`src/rtl/dma_fifo_param.sv`:
```
// Parametrised DMA-side word FIFO in front of an external async-read RAM.
// Supports fill level, almost thresholds, frame-pulse flush, full pass-through and sticky error flags.
module dma_fifo_param #(
   parameter int DATA_W      = 32,
   parameter int ADDR_W      = 5,
   parameter int AF_THRESH   = 28,
   parameter int AE_THRESH   = 4,
   parameter int FLUSH_ON_FP = 1
) (
   input  logic              clk,
   input  logic              rst_n,
   input  logic              push,
   input  logic [DATA_W-1:0] data_in,
   input  logic              pull,
   output logic [DATA_W-1:0] data_out,
   input  logic              fp_pulse,
   input  logic              clr_err,
   output logic              full,
   output logic              empty,
   output logic              almost_full,
   output logic              almost_empty,
   output logic [ADDR_W:0]   level,
   output logic [ADDR_W:0]   depth_left,
   output logic              ovf,
   output logic              udf,
   output logic [ADDR_W-1:0] mem_waddr,
   output logic [DATA_W-1:0] mem_wdata,
   output logic              mem_we,
   output logic [ADDR_W-1:0] mem_raddr,
   input  logic [DATA_W-1:0] mem_rdata
);

   localparam int            DEPTH    = 2 ** ADDR_W;
   localparam logic [ADDR_W:0] DEPTH_L = (ADDR_W + 1)'(DEPTH);
   localparam logic [ADDR_W:0] AF_L    = (ADDR_W + 1)'(AF_THRESH);
   localparam logic [ADDR_W:0] AE_L    = (ADDR_W + 1)'(AE_THRESH);
   localparam logic          FLUSH_EN = (FLUSH_ON_FP != 0);

   logic [ADDR_W-1:0] w_ptr_q, w_ptr_d;
   logic [ADDR_W-1:0] r_ptr_q, r_ptr_d;
   logic [ADDR_W:0]   level_q, level_d;
   logic              ovf_q, ovf_d;
   logic              udf_q, udf_d;

   logic flush;
   logic empty_w;
   logic full_w;
   logic pull_ok;
   logic push_ok;

   always_comb begin
      flush   = fp_pulse & FLUSH_EN;
      empty_w = (level_q == '0);
      full_w  = (level_q == DEPTH_L);
      pull_ok = pull & ~empty_w & ~flush;
      // When full, a same-cycle pull frees the slot being written (pass-through).
      push_ok = push & ~flush & (~full_w | pull_ok);

      w_ptr_d = w_ptr_q;
      r_ptr_d = r_ptr_q;
      level_d = level_q;
      if (flush) begin
         w_ptr_d = '0;
         r_ptr_d = '0;
         level_d = '0;
      end else begin
         if (push_ok) w_ptr_d = w_ptr_q + 1'b1;
         if (pull_ok) r_ptr_d = r_ptr_q + 1'b1;
         case ({push_ok, pull_ok})
            2'b10:   level_d = level_q + 1'b1;
            2'b01:   level_d = level_q - 1'b1;
            default: level_d = level_q;
         endcase
      end

      // A new error in the same cycle as clr_err wins over the clear.
      ovf_d = (push & ~flush & ~push_ok) | (ovf_q & ~clr_err);
      udf_d = (pull & empty_w & ~flush) | (udf_q & ~clr_err);
   end

   always_ff @(posedge clk or negedge rst_n) begin
      if (!rst_n) begin
         w_ptr_q <= '0;
         r_ptr_q <= '0;
         level_q <= '0;
         ovf_q   <= 1'b0;
         udf_q   <= 1'b0;
      end else begin
         w_ptr_q <= w_ptr_d;
         r_ptr_q <= r_ptr_d;
         level_q <= level_d;
         ovf_q   <= ovf_d;
         udf_q   <= udf_d;
      end
   end

   always_comb begin
      full         = full_w;
      empty        = empty_w;
      almost_full  = (level_q >= AF_L);
      almost_empty = (level_q <= AE_L);
      level        = level_q;
      depth_left   = DEPTH_L - level_q;
      ovf          = ovf_q;
      udf          = udf_q;
      mem_waddr    = w_ptr_q;
      mem_wdata    = data_in;
      // Keep the RAM strobe quiet while reset is held.
      mem_we       = push_ok & rst_n;
      mem_raddr    = r_ptr_q;
      data_out     = empty_w ? '0 : mem_rdata;
   end

endmodule

```
`config.mk`:
```
export PLATFORM = sky130hd
export DESIGN_NAME = dma_fifo_param
export DESIGN_NICKNAME = d
export VERILOG_FILES = /design/src/rtl/dma_fifo_param.sv
export SDC_FILE = /design/constraint.sdc
export NUM_CORES = 1
export LEC_CHECK = 0
export ABC_AREA = 1
export BUFFER_PORTS_ARGS = -buffer_cell sky130_fd_sc_hd__buf_4
export CAP_MARGIN = 30
export CORE_UTILIZATION = 35
export CTS_BUF_LIST = sky130_fd_sc_hd__clkbuf_8
export CTS_CLUSTER_SIZE = 8
export DETAILED_ROUTE_END_ITERATION = 8
export GPL_TIMING_DRIVEN = 0
export PLACE_DENSITY_LB_ADDON = 0.25
export SLEW_MARGIN = 15
export SYNTH_ARGS = -nofsm -noshare
export SYNTH_HDL_FRONTEND = slang
export SYNTH_SLANG_ARGS = --single-unit
```
`constraint.sdc`:
```
create_clock -name clk -period 2.3 [get_ports clk]
set_clock_uncertainty 0.1 [all_clocks]
set_input_delay 0.46 -clock clk [delete_from_list [all_inputs] [get_ports clk]]
set_output_delay 0.46 -clock clk [all_outputs]
set_load 0.01 [all_outputs]
```
==> metrics.txt <==
status complete, no violations; Setup violations, final 0; Synth Area in XOR/XNOR 0.0447; initial antenna violation count 0; Clock Sinks 18; CTS H-tree lvls 1; pre-CTS setup slack -98.9 ps; gr usage total 0.167; worst setup margin 81.0 ps; Pre-Repair DR Iteration Count 4; First DRT Iteration DRCs 45; Crit Reg-Reg Startpoint level[1]; Final nets 480; Bufs on Longest Clock Path 2; CP Cell Sequence inv_2 -> ha_4 -> inv_2 -> nor2_2 -> nand2_2 -> inv_2 -> nand2_4 -> inv_2 -> nand2_2 -> nand2_4 -> nor2_1 -> buf_4; Syn Nets 339; DRC viols 0; most numerous cell in the Yosys netlist nand2_1; fin. max-slew vios 0; Startpoint Class flip-flop; nature of the critical path endpoint output port; Mapped Area 1760 um^2; I/O pin count 163; slowest CP cell dfrtp_2; input/output buffers 130; slew at the pin closest to its max-slew limit 432 ps; full die area 5320 um^2; hold crit path type primary input to flip-flop; layout cells sized above 1 0.534; slowest cell delay on critical path 440 ps; reg-to-reg slack, setup 190 ps; Synth Area in Simple Gates 0.280; final hold vios 0; Post-synth top cells nand2_1 (61), inv_1 (56), buf_4 (33), dfrtp_1 (18), nand3_1 (15); largest fanout on the critical path 5; Starting Density 0.368; area grow syn2layout 69.7%; post-route ant nets 0; final worst-path cycle share 0.965; die height 73.0 um; top-area cell type share of the netlist area 0.256; ANT cells 0; pin count of the biggest net entering global routing 20; Period minus WS final 2220 ps; hold endpoint udf; Yosys reg bits 18; total CTS buffers 3; CTS tree done; VDD IR max 0.000502 V; top cell type by total area after synthesis dfrtp_1; clock transition at the registers of the reported paths 70 ps; die width 73.0 um; Core Box Area 4790 um^2; Hold Path Depth 2; compound-cell area share of the yosys netlist 0.0681; Main synth FF type dfrtp_1; Hold Path Origin clr_err; worst-skew pair later-pin latency 250 ps; dpl hpwl 4120 um; delay-heaviest family, CP flip-flops; global placer's final weighted congestion 0.808; synth warn 0; cell count after placement 458; LEAKAGE 1.87 nW; WL/cell 10.8 um; reg2reg end level[5]; adder-cell share of the synthesized area 0.0610; most numerous cell on the critical path inv_2; multiplexer share of the synthesized area 0; WP buf/inv 5; vias per inst 4.29; depth of the most critical reg-to-reg path 13; grt ovf 0; total number of placement rows 25; Max Clock Freq 0.451 GHz; worst endpoint required time 1740 ps; Unique masters post-synth 29; register area share after synthesis 0.256; EDFF count, synth 0; pwr/cell area 934 nW/um^2; Rel. slew slack 0.711; Synth area leaders dfrtp_1 (26%), buf_4 (14%), nand2_1 (13%); syn_area_per_cell 6.75 um^2; routed vias 2,006; Setup CP Type flip-flop to output port; vias in the first global route 1,574; fin util 0.625; Non-Filler Instances 468; CP arrival 1660 ps; # Max-Cap Violations 0; root buf cell clkbuf_8; first-pass GRT wire length 7050 um; combinational family with the most area after synthesis buffers and inverters; WL final 5040 um; cell count after synthesis 261; Synth async-reset ratio 1.00
## cell usage in the layout, fill, tap and decap left out, types with 2 or more instances in the layout
cell type / count
clkbuf_8: 4
xor2_1: 7
buf_2: 4
inv_2: 9
inv_1: 52
o22ai_1: 3
buf_4: 168
ha_1: 3
nor3_1: 3
nand3_1: 15
nand2_4: 4
ha_4: 4
nor2_2: 3
nand2_2: 5
nand2_1: 60
dfrtp_1: 13
xnor2_1: 2
o21ai_2: 3
o21ai_0: 3
nor2_1: 11
o21ai_1: 4
dfrtp_2: 5
a21oi_1: 5
## power by group
part	internal (W)	total, W	switching (W)
Clock	0.000152	0.000262	0.000110
Sequential	0.000386	0.000487	0.000102
Combinational	0.00101	0.00205	0.00103
Total	0.00155	0.00279	0.00125
## state kept, by name (all words and copies together) (netlist names)
register,flops
mem_raddr,5
udf,1
level,6
mem_waddr,5
ovf,1
## cell type report
class / instances / area, um^2
Fill cell: 442 / 1790
Timing Repair Buffer: 136 / 1020
Multi-Input combinational cell: 143 / 858
Sequential cell: 18 / 457
Buffer: 38 / 279
Inverter: 62 / 235
Tap cell: 67 / 83.8
Clock buffer: 4 / 55.1
## what timing repair did
action                                 CTS  global route
endpoints found under the hold margin   18             0
buffers inserted                         1             4
hold buffers                             1             0
setup endpoints to repair               32             7
pin swaps                                0             2
resized for setup                        6            11
## routing by layer
metal,vias to the layer above,global-route usage,wire [um]
met2,85,0.307,2660
met3,0,0.0428,480
li1,1032,-,-
met1,889,0.200,1900
met4,0,0.0196,0
met5,-,0,0
## worst max-delay path by stage
stage                  start       end  cells past startpoint
floorplan           level[0]  level[3]                     11
global placement    level[0]  level[5]                     15
detailed placement  level[0]  level[5]                     15
CTS                 level[1]    mem_we                     12
global route        level[1]    mem_we                     12
finish              level[1]    mem_we                     12
## cells by family after synthesis
group,after synthesis
AND/OR/NAND/NOR,106
buffers and inverters,100
AO/OA/AOI/OAI,20
flip-flops,18
XOR/XNOR,9
adder cells (fa/ha/maj),8
## worst register-to-register path: cells and delay by family (launching register included)
kind / cells / cell delay, ps
fa+ha+maj: 2 / 460
flops: 1 / 440
simple gates: 7 / 710
buf+inv: 3 / 240
compound gates: 1 / 60
## per-stage QoR
stage	setup TNS [ps]	power, W	cell area (um^2)	hold slack (ps)
after floorplan	0	0.00153	1760	64.4
after global placement	-128	0.00241	2820	250
after detailed placement	-197	0.00244	2820	249
after CTS	0	0.00273	2910	297
after global routing	-6.74	0.00302	2990	299
final	0	0.00279	2990	301
Power figures use the tool's default switching activity.
